File: src/rtl/serial_mod_pkg.sv
// Shared types for the serial divisibility arbiter: FSM state encoding and result tag.
package serial_mod_pkg;

  typedef enum logic [1:0] {
    ST_IDLE  = 2'd0,
    ST_SHIFT = 2'd1,
    ST_DONE  = 2'd2
  } state_e;

  typedef struct packed {
    logic div;
    logic id;
  } res_tag_t;

  function automatic logic [1:0] grant_onehot(input logic g);
    return g ? 2'b10 : 2'b01;
  endfunction

endpackage

File: src/rtl/mod_rem_step.sv
// One MSB-first remainder step: next = (2*rem + bit) mod DIVISOR, using a single conditional subtract.
module mod_rem_step #(
  parameter int DIVISOR = 5
) (
  input  logic [$clog2(DIVISOR)-1:0] rem_i,
  input  logic                       bit_i,
  output logic [$clog2(DIVISOR)-1:0] rem_o
);

  localparam int RW = $clog2(DIVISOR);
  localparam logic [RW:0] DIV_EXT = (RW+1)'(DIVISOR);

  logic [RW:0] dbl;

  // 2*rem+bit < 2*DIVISOR, so one subtract always lands back in range.
  always_comb begin
    dbl = {rem_i, bit_i};
    if (dbl >= DIV_EXT) begin
      rem_o = RW'(dbl - DIV_EXT);
    end else begin
      rem_o = dbl[RW-1:0];
    end
  end

endmodule

File: src/rtl/serial_mod_arbiter.sv
// Round-robin arbiter in front of a shared serial divisible-by-DIVISOR checker.
// Optional MOD_REM_OUT_EN adds a res_rem port carrying the final remainder.
module serial_mod_arbiter
  import serial_mod_pkg::*;
#(
  parameter int WIDTH   = 8,
  parameter int DIVISOR = 5
) (
  input  logic             clk,
  input  logic             rst,
  input  logic [1:0]       req_valid,
  input  logic [WIDTH-1:0] req_data0,
  input  logic [WIDTH-1:0] req_data1,
  output logic [1:0]       req_ready,
  output logic             res_valid,
  input  logic             res_ready,
  output logic             res_div,
  output logic             res_id
`ifdef MOD_REM_OUT_EN
  ,
  output logic [$clog2(DIVISOR)-1:0] res_rem
`endif
);

  localparam int RW = $clog2(DIVISOR);
  localparam int CW = $clog2(WIDTH+1);

  state_e           state_q, state_d;
  logic [WIDTH-1:0] shreg_q, shreg_d;
  logic [RW-1:0]    rem_q, rem_d, rem_nxt;
  logic [CW-1:0]    cnt_q, cnt_d;
  logic             id_q, id_d;
  logic             rr_q, rr_d;
  res_tag_t         tag_q, tag_d;
  logic             res_valid_q, res_valid_d;
`ifdef MOD_REM_OUT_EN
  logic [RW-1:0]    rem_out_q, rem_out_d;
`endif

  logic grant;
  logic accept;

  mod_rem_step #(.DIVISOR(DIVISOR)) u_step (
    .rem_i (rem_q),
    .bit_i (shreg_q[WIDTH-1]),
    .rem_o (rem_nxt)
  );

  // rr_q is the last requester served; on contention the other one wins.
  always_comb begin
    grant     = (req_valid == 2'b11) ? ~rr_q : req_valid[1];
    req_ready = 2'b00;
    if (rst && (state_q == ST_IDLE) && (|req_valid)) begin
      req_ready = grant_onehot(grant);
    end
    accept = |(req_valid & req_ready);
  end

  always_comb begin
    state_d     = state_q;
    shreg_d     = shreg_q;
    rem_d       = rem_q;
    cnt_d       = cnt_q;
    id_d        = id_q;
    rr_d        = rr_q;
    tag_d       = tag_q;
    res_valid_d = res_valid_q;
`ifdef MOD_REM_OUT_EN
    rem_out_d   = rem_out_q;
`endif
    case (state_q)
      ST_IDLE: begin
        if (accept) begin
          shreg_d = grant ? req_data1 : req_data0;
          rem_d   = '0;
          cnt_d   = '0;
          id_d    = grant;
          rr_d    = grant;
          state_d = ST_SHIFT;
        end
      end
      ST_SHIFT: begin
        rem_d   = rem_nxt;
        shreg_d = shreg_q << 1;
        cnt_d   = cnt_q + CW'(1);
        if (cnt_q == CW'(WIDTH-1)) begin
          state_d     = ST_DONE;
          res_valid_d = 1'b1;
          tag_d.div   = (rem_nxt == '0);
          tag_d.id    = id_q;
`ifdef MOD_REM_OUT_EN
          rem_out_d   = rem_nxt;
`endif
        end
      end
      ST_DONE: begin
        if (res_ready) begin
          res_valid_d = 1'b0;
          state_d     = ST_IDLE;
        end
      end
      default: state_d = ST_IDLE;
    endcase
  end

  always_ff @(posedge clk or negedge rst) begin
    if (!rst) begin
      state_q     <= ST_IDLE;
      shreg_q     <= '0;
      rem_q       <= '0;
      cnt_q       <= '0;
      id_q        <= 1'b0;
      rr_q        <= 1'b1;
      tag_q       <= '0;
      res_valid_q <= 1'b0;
`ifdef MOD_REM_OUT_EN
      rem_out_q   <= '0;
`endif
    end else begin
      state_q     <= state_d;
      shreg_q     <= shreg_d;
      rem_q       <= rem_d;
      cnt_q       <= cnt_d;
      id_q        <= id_d;
      rr_q        <= rr_d;
      tag_q       <= tag_d;
      res_valid_q <= res_valid_d;
`ifdef MOD_REM_OUT_EN
      rem_out_q   <= rem_out_d;
`endif
    end
  end

  assign res_valid = res_valid_q;
  assign res_div   = tag_q.div;
  assign res_id    = tag_q.id;
`ifdef MOD_REM_OUT_EN
  assign res_rem   = rem_out_q;
`endif

endmodule
File: config.mk
export PLATFORM = sky130hd
export DESIGN_NAME = serial_mod_arbiter
export DESIGN_NICKNAME = d
export VERILOG_FILES = /design/src/rtl/serial_mod_pkg.sv /design/src/rtl/mod_rem_step.sv /design/src/rtl/serial_mod_arbiter.sv
export SDC_FILE = /design/constraint.sdc
export NUM_CORES = 1
export LEC_CHECK = 0
export CAP_MARGIN = 20
export CELL_PAD_IN_SITES_DETAIL_PLACEMENT = 1
export CELL_PAD_IN_SITES_GLOBAL_PLACEMENT = 2
export CORE_MARGIN = 2
export CORE_UTILIZATION = 38
export CTS_CLUSTER_DIAMETER = 200
export DETAILED_ROUTE_END_ITERATION = 6
export DONT_BUFFER_PORTS = 1
export PLACE_DENSITY_LB_ADDON = 0.1
export RECOVER_POWER = 100
export SYNTH_ARGS = -nofsm -noshare
export SYNTH_HDL_FRONTEND = slang
export SYNTH_HIERARCHICAL = 1
export SYNTH_SLANG_ARGS = --single-unit
export TNS_END_PERCENT = 1
File: constraint.sdc
create_clock -name clk -period 1.9 [get_ports clk]
set_input_delay 0.285 -clock clk [delete_from_list [all_inputs] [get_ports clk]]
set_output_delay 0.285 -clock clk [all_outputs]
set_load 0.02 [all_outputs]
After elaboration in Yosys (flattened, before gate mapping)
Cells that the tools add are included.
- bits in registers: 22
- bits of input ports: 21
- output and inout port bits: 5
- word-level logic and storage cells: 52
- $add $sub $neg: 2
- magnitude comparators: 1
- equal/unequal tests: 7
- multiplexer cells: 18
- bitwise operators: 2
- reductions and logical operators: 13
- operator list (kind ; number):
    8-bit 2-to-1 mux ; 2
    8-bit case mux with 2 select lines ; 1
    2-bit 2-to-1 mux ; 5
    4-bit case mux with 2 select lines ; 1
    3-bit 2-to-1 mux ; 2
    2-bit != test (second input constant) ; 3
    2-bit case mux with 3 select lines ; 1
    3-bit case mux with 2 select lines ; 1
    2-bit AND reduction ; 3
    3-bit AND reduction ; 2
    4-bit by 1-bit adder with 4-bit output (second input constant) ; 1
    2-bit == test (second input constant) ; 2
    4-bit by 3-bit == test with 1-bit output (second input constant) ; 1
    4-bit by 3-bit greater-or-equal comparator with 1-bit output (second input constant) ; 1
    4-bit 2-to-1 mux ; 1
    2-bit nonzero test ; 2
    2-bit OR reduction ; 2
    3-bit zero test ; 1
    1-bit 2-to-1 mux ; 3
    3-bit subtractor (second input constant) ; 1
    2-bit AND ; 1
    2-bit by 1-bit == test with 1-bit output (second input constant) ; 1
    1-bit logical AND ; 2
    2-bit zero test ; 1
    2 further kinds ; 2

Longest topological paths before layout
- word-level depth: 8
- mapped depth: 7
- depth with buffers taken out: 7

Modules after synthesis
The synthesis kept the hierarchy.
- by module, submodules not included (module ; instances ; cells an instance ; area an instance (µm²) ; seq. area each (µm²)):
    serial_mod_arbiter ; 1 ; 105 ; 1113.6 ; 551.8
    mod_rem_step ; 1 ; 12 ; 81.3 ; 0.0

Worst setup path after synthesis
OpenSTA, ideal clock, no wires.
- path kind: register -> register
- start point: reg shreg_q[7]
- end point: reg tag_q (netlist bit res_div)
- setup time: 0.125 ns
- data arrival time: 1.428 ns
- data required time: 1.775 ns
- path slack: 0.347 ns
- cell stages (with the launch flop): 7
- buffers on the path: 0
- period minus slack after synthesis: 1.553 ns
- cell sequence: dfrtp_1 ha_1 nand2b_1 a21oi_2 mux2i_1 nor3_1 mux2_4
- longest elaborated chain between the ends: 3
- elaborated cells on any way between the ends: 4
- classes of those cells: add/sub: 1; order compare: 1; mux: 1; reduce/logical: 1
- ends and longest elaborated chain (element ; RTL line ; text):
    start, declared ; serial_mod_arbiter.sv:29 ; logic [WIDTH-1:0] shreg_q, shreg_d;
    start signal, assigned ; serial_mod_arbiter.sv:121 ; shreg_q <= shreg_d;
    4-bit by 3-bit greater-or-equal comparator with 1-bit output or 3-bit subtractor (tied branches) ; mod_rem_step.sv:18, mod_rem_step.sv:19 ;
    3-bit 2-to-1 mux (*) ; mod_rem_step.sv:18 ; if (dbl >= DIV_EXT) begin
    named net rem_nxt[1] ; serial_mod_arbiter.sv:30 ; logic [RW-1:0] rem_q, rem_d, rem_nxt;
    3-bit zero test (*) ; serial_mod_arbiter.sv:89 ; tag_d.div = (rem_nxt == '0);
    end signal, assigned ; serial_mod_arbiter.sv:126 ; tag_q <= tag_d;
    end, declared ; serial_mod_arbiter.sv:34 ; res_tag_t tag_q, tag_d;
The timed path passes the listed nets; every way through them passes the cells marked *.
A chain may end at the register's enable or synchronous reset.

Final worst setup path
- start point: reg state_q[0]
- end point: out req_ready[1]
- longest elaborated chain between the ends: 4
- ends and longest elaborated chain (element ; RTL line ; text):
    start, declared ; serial_mod_arbiter.sv:28 ; state_e state_q, state_d;
    start signal, assigned ; serial_mod_arbiter.sv:120 ; state_q <= state_d;
    2-bit zero test ; serial_mod_arbiter.sv:53 ; if (rst && (state_q == ST_IDLE) && (|req_valid)) begin
    1-bit logical AND (2 in series) ; serial_mod_arbiter.sv:53 ;
    2-bit 2-to-1 mux ; serial_mod_arbiter.sv:53 ;
    end, declared ; serial_mod_arbiter.sv:14 ; output logic [1:0] req_ready,
No other way between the ends.

==> results.toml <==
[worst_setup_path]
critical_path_class = "flip-flop to primary output"
worstSetupEndpointType = "primary output"
cp_data_required_time_ps = 1620
regToRegStartpoint = "shreg_q[7]$_DFFE_PN0P_"
r2r_cells = 6
cp_max_fo = 7
r2r_end = "res_div$_DFFE_PN0P_"
cp-startpoint = "state_q[0]$_DFFE_PN0P_"
crit_arrival_ps = 1460
r2r_slack_ps = 190
critPathLaunchType = "flip-flop"

[timing]
final.setup.tns_ps = 0
layout_min_cycle_time_ps = 1740
fmax_mhz = 573
slew_violations = 0
rsz0062_at_grt = "false"
fin_crit_sh_pct = 91.8
maxSlewHeadroom_pct = 44.9
skew_ps = 7.48
setup_slack_ps = 156
hold_viol_final = 0
worst_pin_slew_ps = 826
finalSetupViolCount = 0
hold_slack_ps = 137

[drt]
route.detailed.drc = 0
detail-route-antenna-nets = 0
drt-total-wl_um = 2420
first_pass_iters = 4
vias = 834
drtIter0Drc = 13
vias_per_cell = 5.05
avgRoutedWirePerCell_um = 14.6

[global_route]
grt_pass1_vias = 872
grt_pass1_wl_um = 4110
grt_usage_pct = 15.8
grt_max_degree = 23
antenna_found_initial = 0
grt_overflow = 0

[die]
start_util_pct = 39.5
io_pins = 26
die_w_um = 60.1
die_y_um = 60.1
core_um2 = 3030
fp-row-count = 20
fp.dieArea_um2 = 3610

[clock_network]
cts_tree = "done"
cts-htree-levels = 1
numCtsBuffers = 3
insertion_delay_ps = 320
cts_root_buf = "clkbuf_4"
cts.sinks = 22
clock_path_buffers = 2
cts.reportedPaths.clkPinSlew_ps = 110
post-cts-setup-buffers = 0

[cells_and_area]
diodes = 0
layout-drive-gt1-share_pct = 10.7
syn_to_final_growth_pct = 5.76
nets = 146
final_util_pct = 41.7
mostFrequentLayoutCells = "21 x nand2_1, 21 x dfrtp_1, 14 x inv_1, 9 x mux2i_1, 7 x o221ai_1"
layoutNonFillerInstCount = 165
stdcell_area_um2 = 1260
final.fill_count = 354

[pwr]
power_mw = 1.85
sequentialPowerShare_pct = 46.4
power.internal_mw = 1.09
switching_share_pct = 41.2
ir_worst_vdd_mv = 0.394
clkPwrFrac_pct = 12.3
p_leak_nw = 0.583
switchingPower_uw = 763
p_per_area_nw_per_um2 = 1470
power_frac_comb_pct = 41.3

[hold_path]
hold_path_end = "shreg_q[0]$_DFFE_PN0P_"
hold_path.class = "primary input to flip-flop"
holdCritStartpoint = "req_data1[0]"
min_path_cells = 2

[placed_design]
dpl.hpwl_um = 1710
place_ws_ps = 49.6
io_buffer_count = 0
dp_cells = 159
routabilityCongestion = 0.664
placed_cell_area_um2 = 1240

[logic_synthesis]
yosysWarnings = 6
synthTopCellsByArea = "dfrtp_1 44%, mux2i_1 7.5%, nand2_1 6.3%"
synthCells = 117
yosysUniqueCellTypes = 33
ys_seq_area_share_pct = 46.2
avgSynthCellArea_um2 = 10.2
ys_ff_latch = 22
netlist.top_cell.by_area = "dfrtp_1"
synth_top_area_share_pct = 44.0
syn-num-nets = 141
netlist_area_um2 = 1190

[run_status]
status = "finished, final reports clean"

[job]
maxCapViolations = 0
[registers in the layout, indices dropped and copies added, names as in the netlist]
signal	flops
res_div	1
rem_q	3
res_valid	1
res_id	1
rr_q	1
state_q	2
id_q	1
shreg_q	8
cnt_q	4
[worst max path at each step]
stage	end	slack, ps	depth (start not counted)
2_1_floorplan	res_div$_DFFE_PN0P_	350	6
3_3_place_gp	req_ready[1]	90	2
3_5_place_dp	req_ready[1]	50	2
4_1_cts	req_ready[1]	90	2
5_1_grt	res_div$_DFFE_PN0P_	20	7
6_report	req_ready[1]	160	2
[power by group through the flow]
stage	logic, mW	clock network (mW)	registers, mW
after CTS	0.824	0.241	0.869
after detailed placement	0.803	0	0.873
after global placement	0.780	0	0.861
after floorplan	0.668	0	0.834
after global routing	0.899	0.265	0.890
final	0.766	0.227	0.860
[kinds of logic after synthesis]
logic type               count (synthesis)  synth area share, %
AND/OR/NAND/NOR                         39                 18.5
AO/OA/AOI/OAI                           24                 14.9
flip-flops                              22                 46.2
buffers and inverters                   16                 5.24
multiplexers                            12                 11.3
adder cells (fa/ha/maj)                  3                 3.14
XOR/XNOR                                 1                0.733
[cell usage after synthesis]
cell / number
mux2i_1: 9
dfrtp_1: 21
nand2b_4: 1
nor2b_1: 2
and3_1: 1
o221ai_1: 7
buf_2: 2
and2b_4: 1
a21oi_4: 1
xnor2_1: 1
nor3b_4: 1
a31o_2: 1
mux2_4: 3
nor3_4: 1
and2_1: 2
nand2_1: 20
o211ai_1: 1
or2_2: 1
a21oi_1: 1
a21oi_2: 1
a21boi_1: 1
ha_1: 3
nand2b_1: 2
nor3_1: 1
dfstp_2: 1
nand2_2: 1
a21o_1: 3
nand4_1: 2
o21ai_0: 3
o21ai_1: 5
nor2_1: 1
inv_1: 14
nand3_1: 2
[worst max-delay path: stages (launching register included)]
cell	delay, ps
dfrtp_1	470
nor3b_4	330
and2_1	340
[cell type report]
cell class | count | area [µm²] | share of cell area [%]
Tap cell | 44 | 55.1 | 4.36
Multi-Input combinational cell | 79 | 564 | 44.7
Timing Repair Buffer | 2 | 13.8 | 1.09
Inverter | 14 | 52.6 | 4.16
Clock buffer | 4 | 26.3 | 2.08
Sequential cell | 22 | 552 | 43.7
[what timing repair did]
item | CTS | global route
endpoints found under the hold margin | 22 | 0
hold buffers | 1 | 0
endpoints found under the setup margin | 1 | 0
gates resized for setup | 2 | 0
[per-layer routing]
metal	vias to the layer above	GRT usage [%]	part of all wire [%]
met4	0	7.62	2.4
met2	16	25.5	47
met3	5	2.60	2.9
li1	407	-	-
met1	406	20.4	47
met5	-	0	0
No activity file was read; power rests on OpenSTA's default activity.
